<file path="config.mk">
export PLATFORM = sky130hd
export DESIGN_NAME = uart_debug_link
export DESIGN_NICKNAME = d
export VERILOG_FILES = /design/src/rtl/uart_debug_link_pkg.sv /design/src/rtl/dbg_snapshot_serializer.sv /design/src/rtl/uart_rx.sv /design/src/rtl/uart_tx.sv /design/src/rtl/uart_debug_link.sv
export SDC_FILE = /design/constraint.sdc
export NUM_CORES = 2
export LEC_CHECK = 0
export CAP_MARGIN = 10
export CORE_AREA = 5 5 603 605
export DETAILED_ROUTE_END_ITERATION = 8
export DIE_AREA = 0 0 608 610
export SETUP_SLACK_MARGIN = 0.5
export SLEW_MARGIN = 10
export SYNTH_ARGS = -nofsm -noshare
export SYNTH_HDL_FRONTEND = slang
export SYNTH_SLANG_ARGS = --single-unit
</file>
<file path="constraint.sdc">
create_clock -name clk -period 96.9 [get_ports clk]
set_input_delay 19.38 -clock clk [delete_from_list [all_inputs] [get_ports clk]]
set_output_delay 19.38 -clock clk [all_outputs]
set_load 0.02 [all_outputs]
</file>
<file path="src/rtl/uart_debug_link_pkg.sv">
// Shared command codes, framing bytes and state encodings
// for the UART debug link.
package uart_debug_link_pkg;

    localparam logic [7:0] CMD_RUN  = 8'h72;
    localparam logic [7:0] CMD_HALT = 8'h68;
    localparam logic [7:0] CMD_STEP = 8'h73;
    localparam logic [7:0] CMD_DUMP = 8'h64;
    localparam logic [7:0] HDR_BYTE = 8'hA5;
    localparam logic [7:0] ERR_BYTE = 8'h3F;

    typedef enum logic [2:0] {
        ST_IDLE,
        ST_STEP,
        ST_SNAP,
        ST_HDR,
        ST_BYTE,
        ST_CSUM,
        ST_ERR
    } dbg_state_e;

    typedef enum logic [1:0] {
        U_IDLE,
        U_START,
        U_DATA,
        U_STOP
    } uart_state_e;

endpackage

</file>
<file path="src/rtl/dbg_snapshot_serializer.sv">
// Holds the atomic debug snapshot and walks it out byte by
// byte (word 0 first, LSB first) while folding the XOR checksum.
module dbg_snapshot_serializer #(
    parameter int NUM_WORDS = 48
) (
    input  logic                   clk,
    input  logic                   rst_n,
    input  logic                   snap_i,
    input  logic                   adv_i,
    input  logic [NUM_WORDS*32-1:0] dbg_words_i,
    output logic [7:0]             byte_o,
    output logic                   last_o,
    output logic [7:0]             csum_o
);

    localparam int IW = $clog2(NUM_WORDS) + 1;

    logic [31:0]   snap_q [NUM_WORDS];
    logic [IW-1:0] idx_q;
    logic [1:0]    b_q;
    logic [7:0]    csum_q;
    logic [31:0]   word;

    always_comb begin
        word = '0;
        for (int i = 0; i < NUM_WORDS; i++)
            if (idx_q == IW'(i)) word = snap_q[i];
    end

    always_comb begin
        byte_o = word[7:0];
        case (b_q)
            2'd1:    byte_o = word[15:8];
            2'd2:    byte_o = word[23:16];
            2'd3:    byte_o = word[31:24];
            default: byte_o = word[7:0];
        endcase
    end

    assign last_o = (idx_q == IW'(NUM_WORDS-1)) && (b_q == 2'd3);
    assign csum_o = csum_q;

    always_ff @(posedge clk) begin
        if (!rst_n) begin
            idx_q  <= '0;
            b_q    <= '0;
            csum_q <= '0;
            for (int i = 0; i < NUM_WORDS; i++) snap_q[i] <= '0;
        end else if (snap_i) begin
            idx_q  <= '0;
            b_q    <= '0;
            csum_q <= '0;
            for (int i = 0; i < NUM_WORDS; i++)
                snap_q[i] <= dbg_words_i[32*i +: 32];
        end else if (adv_i) begin
            csum_q <= csum_q ^ byte_o;
            if (b_q == 2'd3) begin
                b_q <= '0;
                // index parks on the last word instead of wrapping
                if (idx_q != IW'(NUM_WORDS-1)) idx_q <= idx_q + 1'b1;
            end else begin
                b_q <= b_q + 2'd1;
            end
        end
    end

endmodule

</file>
<file path="src/rtl/uart_rx.sv">
// Oversampling UART receiver (16 ticks per bit),
// samples each data bit at mid-bit.
module uart_rx
    import uart_debug_link_pkg::*;
#(
    parameter int DBIT    = 8,
    parameter int SB_TICK = 16
) (
    input  logic            clk,
    input  logic            rst_n,
    input  logic            rx_i,
    input  logic            tick_i,
    output logic            done_o,
    output logic [DBIT-1:0] dout_o
);

    uart_state_e     st_q;
    logic [4:0]      s_q;
    logic [3:0]      n_q;
    logic [DBIT-1:0] b_q;
    logic [1:0]      sync_q;
    logic            done_q;

    always_ff @(posedge clk) begin
        if (!rst_n) begin
            st_q   <= U_IDLE;
            s_q    <= '0;
            n_q    <= '0;
            b_q    <= '0;
            sync_q <= 2'b11;
            done_q <= 1'b0;
        end else begin
            sync_q <= {sync_q[0], rx_i};
            done_q <= 1'b0;
            case (st_q)
                U_IDLE:
                    if (!sync_q[1]) begin
                        st_q <= U_START;
                        s_q  <= '0;
                    end
                U_START:
                    if (tick_i) begin
                        if (s_q == 5'd7) begin
                            st_q <= U_DATA;
                            s_q  <= '0;
                            n_q  <= '0;
                        end else begin
                            s_q <= s_q + 5'd1;
                        end
                    end
                U_DATA:
                    if (tick_i) begin
                        if (s_q == 5'd15) begin
                            s_q <= '0;
                            b_q <= {sync_q[1], b_q[DBIT-1:1]};
                            if (n_q == 4'(DBIT-1)) st_q <= U_STOP;
                            else n_q <= n_q + 4'd1;
                        end else begin
                            s_q <= s_q + 5'd1;
                        end
                    end
                default:
                    if (tick_i) begin
                        if (s_q == 5'(SB_TICK-1)) begin
                            st_q   <= U_IDLE;
                            done_q <= 1'b1;
                        end else begin
                            s_q <= s_q + 5'd1;
                        end
                    end
            endcase
        end
    end

    assign done_o = done_q;
    assign dout_o = b_q;

endmodule

</file>
<file path="src/rtl/uart_tx.sv">
// UART transmitter paced by the shared 16x oversample tick;
// line output is registered so it never glitches.
module uart_tx
    import uart_debug_link_pkg::*;
#(
    parameter int DBIT    = 8,
    parameter int SB_TICK = 16
) (
    input  logic            clk,
    input  logic            rst_n,
    input  logic            start_i,
    input  logic [DBIT-1:0] din_i,
    input  logic            tick_i,
    output logic            done_o,
    output logic            tx_o
);

    uart_state_e     st_q;
    logic [4:0]      s_q;
    logic [3:0]      n_q;
    logic [DBIT-1:0] b_q;
    logic            tx_q;
    logic            done_q;

    always_ff @(posedge clk) begin
        if (!rst_n) begin
            st_q   <= U_IDLE;
            s_q    <= '0;
            n_q    <= '0;
            b_q    <= '0;
            tx_q   <= 1'b1;
            done_q <= 1'b0;
        end else begin
            done_q <= 1'b0;
            case (st_q)
                U_IDLE: begin
                    tx_q <= 1'b1;
                    if (start_i) begin
                        st_q <= U_START;
                        s_q  <= '0;
                        b_q  <= din_i;
                        tx_q <= 1'b0;
                    end
                end
                U_START:
                    if (tick_i) begin
                        if (s_q == 5'd15) begin
                            st_q <= U_DATA;
                            s_q  <= '0;
                            n_q  <= '0;
                            tx_q <= b_q[0];
                        end else begin
                            s_q <= s_q + 5'd1;
                        end
                    end
                U_DATA:
                    if (tick_i) begin
                        if (s_q == 5'd15) begin
                            s_q <= '0;
                            b_q <= b_q >> 1;
                            if (n_q == 4'(DBIT-1)) begin
                                st_q <= U_STOP;
                                tx_q <= 1'b1;
                            end else begin
                                n_q  <= n_q + 4'd1;
                                tx_q <= b_q[1];
                            end
                        end else begin
                            s_q <= s_q + 5'd1;
                        end
                    end
                default:
                    if (tick_i) begin
                        if (s_q == 5'(SB_TICK-1)) begin
                            st_q   <= U_IDLE;
                            done_q <= 1'b1;
                        end else begin
                            s_q <= s_q + 5'd1;
                        end
                    end
            endcase
        end
    end

    assign done_o = done_q;
    assign tx_o   = tx_q;

endmodule

</file>
<file path="src/rtl/uart_debug_link.sv">
// UART debug controller: single-byte host commands drive the CPU
// clock enable and trigger framed, checksummed snapshot dumps.
module uart_debug_link
    import uart_debug_link_pkg::*;
#(
    parameter int DBIT        = 8,
    parameter int SB_TICK     = 16,
    parameter int DVSR        = 326,
    parameter int DVSR_BIT    = 9,
    parameter int NUM_WORDS   = 48,
    parameter int STEP_CYCLES = 1
) (
    input  logic                    clk,
    input  logic                    rst_n,
    input  logic                    rx,
    output logic                    tx,
    input  logic [NUM_WORDS*32-1:0] dbg_words,
    output logic                    cpu_clk_en,
    output logic                    busy,
    output logic                    cmd_err,
    output logic                    cmd_drop,
    output logic [7:0]              rx_byte_debug
);

    logic [DVSR_BIT-1:0] baud_q;
    logic                tick;
    logic                rx_done;
    logic [7:0]          rx_byte;
    logic                tx_done;
    logic [7:0]          ser_byte;
    logic                ser_last;
    logic [7:0]          csum;
    logic [7:0]          send_byte;

    dbg_state_e state_q;
    logic [7:0] step_q;
    logic       pend_q;
    logic       tx_start_q;
    logic [7:0] tx_data_q;
    logic       cpu_en_q;
    logic       busy_q;
    logic       err_q;
    logic       drop_q;
    logic [7:0] rxb_q;

    assign tick = baud_q == DVSR_BIT'(DVSR-1);

    always_ff @(posedge clk) begin
        if (!rst_n) baud_q <= '0;
        else if (tick) baud_q <= '0;
        else baud_q <= baud_q + DVSR_BIT'(1);
    end

    uart_rx #(.DBIT(DBIT), .SB_TICK(SB_TICK)) u_rx (
        .clk    (clk),
        .rst_n  (rst_n),
        .rx_i   (rx),
        .tick_i (tick),
        .done_o (rx_done),
        .dout_o (rx_byte)
    );

    uart_tx #(.DBIT(DBIT), .SB_TICK(SB_TICK)) u_tx (
        .clk     (clk),
        .rst_n   (rst_n),
        .start_i (tx_start_q),
        .din_i   (tx_data_q),
        .tick_i  (tick),
        .done_o  (tx_done),
        .tx_o    (tx)
    );

    dbg_snapshot_serializer #(.NUM_WORDS(NUM_WORDS)) u_ser (
        .clk         (clk),
        .rst_n       (rst_n),
        .snap_i      (state_q == ST_SNAP),
        .adv_i       (state_q == ST_BYTE && pend_q && tx_done),
        .dbg_words_i (dbg_words),
        .byte_o      (ser_byte),
        .last_o      (ser_last),
        .csum_o      (csum)
    );

    always_comb begin
        send_byte = ERR_BYTE;
        case (state_q)
            ST_HDR:  send_byte = HDR_BYTE;
            ST_BYTE: send_byte = ser_byte;
            ST_CSUM: send_byte = csum;
            default: send_byte = ERR_BYTE;
        endcase
    end

    always_ff @(posedge clk) begin
        if (!rst_n) begin
            state_q    <= ST_IDLE;
            step_q     <= '0;
            pend_q     <= 1'b0;
            tx_start_q <= 1'b0;
            tx_data_q  <= '0;
            cpu_en_q   <= 1'b0;
            busy_q     <= 1'b0;
            err_q      <= 1'b0;
            drop_q     <= 1'b0;
            rxb_q      <= '0;
        end else begin
            tx_start_q <= 1'b0;
            err_q      <= 1'b0;
            drop_q     <= 1'b0;
            case (state_q)
                ST_STEP:
                    if (step_q < 8'(STEP_CYCLES)) begin
                        cpu_en_q <= 1'b1;
                        step_q   <= step_q + 8'd1;
                    end else begin
                        cpu_en_q <= 1'b0;
                        state_q  <= ST_SNAP;
                    end
                ST_SNAP: begin
                    state_q <= ST_HDR;
                    pend_q  <= 1'b0;
                end
                ST_HDR, ST_BYTE, ST_CSUM, ST_ERR:
                    if (!pend_q) begin
                        tx_start_q <= 1'b1;
                        tx_data_q  <= send_byte;
                        pend_q     <= 1'b1;
                    end else if (tx_done) begin
                        pend_q <= 1'b0;
                        case (state_q)
                            ST_HDR:  state_q <= ST_BYTE;
                            ST_BYTE: if (ser_last) state_q <= ST_CSUM;
                            ST_CSUM: begin
                                state_q <= ST_IDLE;
                                busy_q  <= 1'b0;
                            end
                            default: state_q <= ST_IDLE;
                        endcase
                    end
                default: ;
            endcase
            // command handling last so it overrides the step sequencing
            if (rx_done) begin
                rxb_q <= rx_byte;
                if (rx_byte == CMD_HALT) begin
                    cpu_en_q <= 1'b0;
                    if (state_q == ST_STEP) state_q <= ST_SNAP;
                end else if (state_q != ST_IDLE) begin
                    drop_q <= 1'b1;
                end else begin
                    unique case (1'b1)
                        rx_byte == CMD_RUN: cpu_en_q <= 1'b1;
                        rx_byte == CMD_STEP: begin
                            cpu_en_q <= 1'b0;
                            step_q   <= '0;
                            busy_q   <= 1'b1;
                            state_q  <= ST_STEP;
                        end
                        rx_byte == CMD_DUMP: begin
                            cpu_en_q <= 1'b0;
                            busy_q   <= 1'b1;
                            state_q  <= ST_SNAP;
                        end
                        default: begin
                            err_q   <= 1'b1;
                            state_q <= ST_ERR;
                        end
                    endcase
                end
            end
        end
    end

    assign cpu_clk_en    = cpu_en_q;
    assign busy          = busy_q;
    assign cmd_err       = err_q;
    assign cmd_drop      = drop_q;
    assign rx_byte_debug = rxb_q;

endmodule

</file>
==> impl_metrics.tcl <==
set metrics [dict create \
    path_clk_slew_ns 0.06 \
    yosys_warnings 0 \
    peakVddDrop_v 0.0000127 \
    num_io_pins 1552 \
    vias 64872 \
    wl_mm 531 \
    cts_setup_buffers 0 \
    synth_compound_area_share_pct 12.9 \
    async_flop_share_pct 0 \
    met2WireLength_mm 252 \
    endpoint_kind "register" \
    die_x_um 608 \
    gr-total-overflow 0 \
    max_slew.worst_pin.slew_ns 1.39 \
    fin_crit_sh_pct 23.9 \
    antenna_found_initial 261 \
    fin_cells 12825 \
    syn-num-nets 7745 \
    pwr-share-comb_pct 7.4 \
    required_ns 97.44 \
    io_buffers 1551 \
    final_common_cell "clkdlybuf4s50_1" \
    total_leakage_power_nw 36.0 \
    finalClockSkew_ns 0.0858 \
    synth-adder-area-share_pct 0.487 \
    final.min_clock_period_ns 23.15 \
    powerDensity_nw_per_um2 16.4 \
    r2r_cells 11 \
    placed_cells 12359 \
    finalSetupViolations 0 \
    coreArea_um2 358000 \
    root_buffer "clkbuf_16" \
    clkPwrFrac_pct 44.3 \
    synth-xor-area-share_pct 0.230 \
    max_cap_viol_count 0 \
    clk_latency_ns 0.92 \
    fmax_ghz 0.0432 \
    numCtsBuffers 196 \
    worstSetupPathType "primary input to register" \
    synthMuxAreaShare_pct 0.421 \
    placed_area_um2 98600 \
    grt_pass1_vias 63950 \
    syn_inst 6178 \
    cts.repair.resized 0 \
    dr.max_layer_used "met5" \
    first_iter_violations 9438 \
    wl_met1_mm 194 \
    arrival_ns 23.69 \
    ant_nets 0 \
    track_usage_pct 27.3 \
    grt_max_degree 255 \
    synth_top_family_by_area "simple AND/OR/NAND/NOR gates" \
    wire_per_inst_um 41.4 \
    yosysSeqAreaShare_pct 63.3 \
    syn_to_final_growth_pct 38.4 \
    p_int_w 0.00131 \
    synth_flop_cell "edfxtp_1" \
    cts_hold_buffers 0 \
    place_congestion 0.976 \
    htreeDepth 4 \
    switching_share_pct 23.8 \
    hold_path_class "register to register" \
    cts.sinks 1638 \
    whs_path_depth 1 \
    n_fill_cell 36511 \
    start_util_pct 21.3 \
    post_drt_via_cell_ratio 5.06 \
    hold_viol_final 0 \
    met3_length_mm 50.9 \
    rows 220 \
    final_cell_mix "clkdlybuf4s50_1, and2_1, edfxtp_1, nand2_1, buf_4" \
    relSlewSlack_pct 6.28 \
    drive_gt1_share_pct 9.56 \
    setup_tns_ns 0 \
    place_hpwl_mm 425 \
    nets 9353 \
    grt_pass1_wl_mm 667 \
    pwr-share-seq_pct 48.4 \
    syn_avg_cell_area_um2 12.3 \
    yosys_register_bits 1638 \
    dp_slack_ns 72.92 \
    synth-edff-count 1536 \
    yosys.area_share.simple_pct 19.9 \
    status "finished, final reports clean" \
    cp_max_fo 168 \
    p_switching_w 0.000410 \
    layout_setup_ws_ns 73.75 \
    cts_buffer_depth 4 \
    slew_viol_final 0 \
    finalInstanceArea_um2 105000 \
    synth_cell_types 106 \
    drc 0 \
    rsz0062_at_grt "false" \
    worst_setup_path_start_kind "primary input" \
    dieArea_um2 371000 \
    cts_tree "yes" \
    drtPass1Iterations 7 \
    die_height_um 610 \
    syn_area_um2 76000 \
]
[synthesized netlist by cell type, drive strengths merged (29+ instances only)]
library cell / instances / area share, %
a211oi: 53 / 0.52
a21oi: 199 / 1.3
a221o: 53 / 0.70
a221oi: 193 / 2.2
a22oi: 60 / 0.60
a31oi: 35 / 0.29
and2: 1548 / 13
buf: 152 / 1.1
clkbuf: 283 / 1.4
dfxtp: 102 / 2.7
edfxtp: 1536 / 61
inv: 37 / 0.18
mux2i: 32 / 0.42
nand2: 324 / 1.6
nand3: 114 / 0.75
nand4: 42 / 0.35
nor2: 287 / 1.6
nor2b: 34 / 0.28
nor3: 88 / 0.59
nor4: 37 / 0.32
o2111ai: 29 / 0.33
o211ai: 46 / 0.45
o21ai: 207 / 1.4
o221ai: 99 / 1.1
o22ai: 110 / 0.91
[layout make-up]
| class | count | area [um^2] | area share (%) |
|---|---|---|---|
| flip-flops and latches | 1638 | 48200 | 45.8 |
| multi-input cells | 4067 | 26500 | 25.2 |
| repair buffers | 1845 | 17800 | 16.9 |
| well taps | 4773 | 5970 | 5.67 |
| clock buffers | 237 | 5150 | 4.89 |
| clock inverters | 117 | 1260 | 1.20 |
| diodes | 110 | 275 | 0.261 |
| inverters | 38 | 150 | 0.143 |
[power by group through the flow]
stage          sequential, W  combinational (W)  clock, W
4_1_cts             0.000831           0.000127  0.000772
3_5_place_dp        0.000846           0.000127         0
5_1_grt             0.000834           0.000131  0.000797
3_3_place_gp        0.000846           0.000127         0
2_1_floorplan       0.000892          0.0000294         0
6_report            0.000833           0.000127  0.000762
[kinds of logic (layout without fill, tap and decap cells)]
logic type                 after synthesis  after routing
and+or+nand+nor                       2642           2642
AOI/OAI and AO/OA                     1343           1343
adders and majority gates               30             30
other                                    0            110
xor gates and xnor gates                20             20
buffers and inverters                  473           2237
DFF                                   1638           1638
muxes                                   32             32
[sequential cells by signal (all words and copies together) (netlist names), 2 cells and up]
signal and count:
state_q 3, rx_byte_debug 8, u_rx.sync_q 2, baud_q 9
u_rx.s_q 5, tx_data_q 8, u_rx.st_q 2, u_ser.snap_q 1536
u_tx.b_q 8, u_rx.dout_o 8, u_tx.st_q 2, u_tx.n_q 4
u_ser.csum_o 8, u_ser.b_q 2, step_q 8, u_ser.idx_q 7
u_rx.n_q 4, u_tx.s_q 5
[path summary, 6_finish.rpt]
| path | start | endpoint | slack, ns |
|---|---|---|---|
| hold / removal | u_rx.sync_q[0] | u_rx.sync_q[1] | 0.42 |
| setup reg to reg | u_ser.idx_q[2] | tx_data_q[3] | 89.54 |
| setup / recovery | rst_n | u_ser.snap_q[0][756] | 73.75 |
| hold reg to reg | u_rx.sync_q[0] | u_rx.sync_q[1] | 0.42 |
[worst max-delay path, stage by stage]
cell and delay, ns:
buf_8 0.19, and2_1 0.39, inv_8 0.64, buf_12 0.71
buf_4 0.93, buf_4 0.99
[routing by layer]
| layer | track usage [%] | up-vias |
|---|---|---|
| li1 | - | 26584 |
| met1 | 32.0 | 32752 |
| met2 | 45.4 | 4398 |
| met3 | 7.46 | 1028 |
| met4 | 14.5 | 110 |
| met5 | 0 | - |
[metrics by stage]
| stage | hold WS [ns] | total power (W) | util, % |
|---|---|---|---|
| floorplan | 0.386 | 0.000921 | - |
| global placement | 0.411 | 0.000972 | 27.6 |
| detailed placement | 0.415 | 0.000972 | 27.6 |
| CTS | 0.424 | 0.00173 | 29.4 |
| global route | 0.440 | 0.00176 | 29.4 |
| finish | 0.422 | 0.00172 | 29.4 |
(Power assumes the default switching activity.)
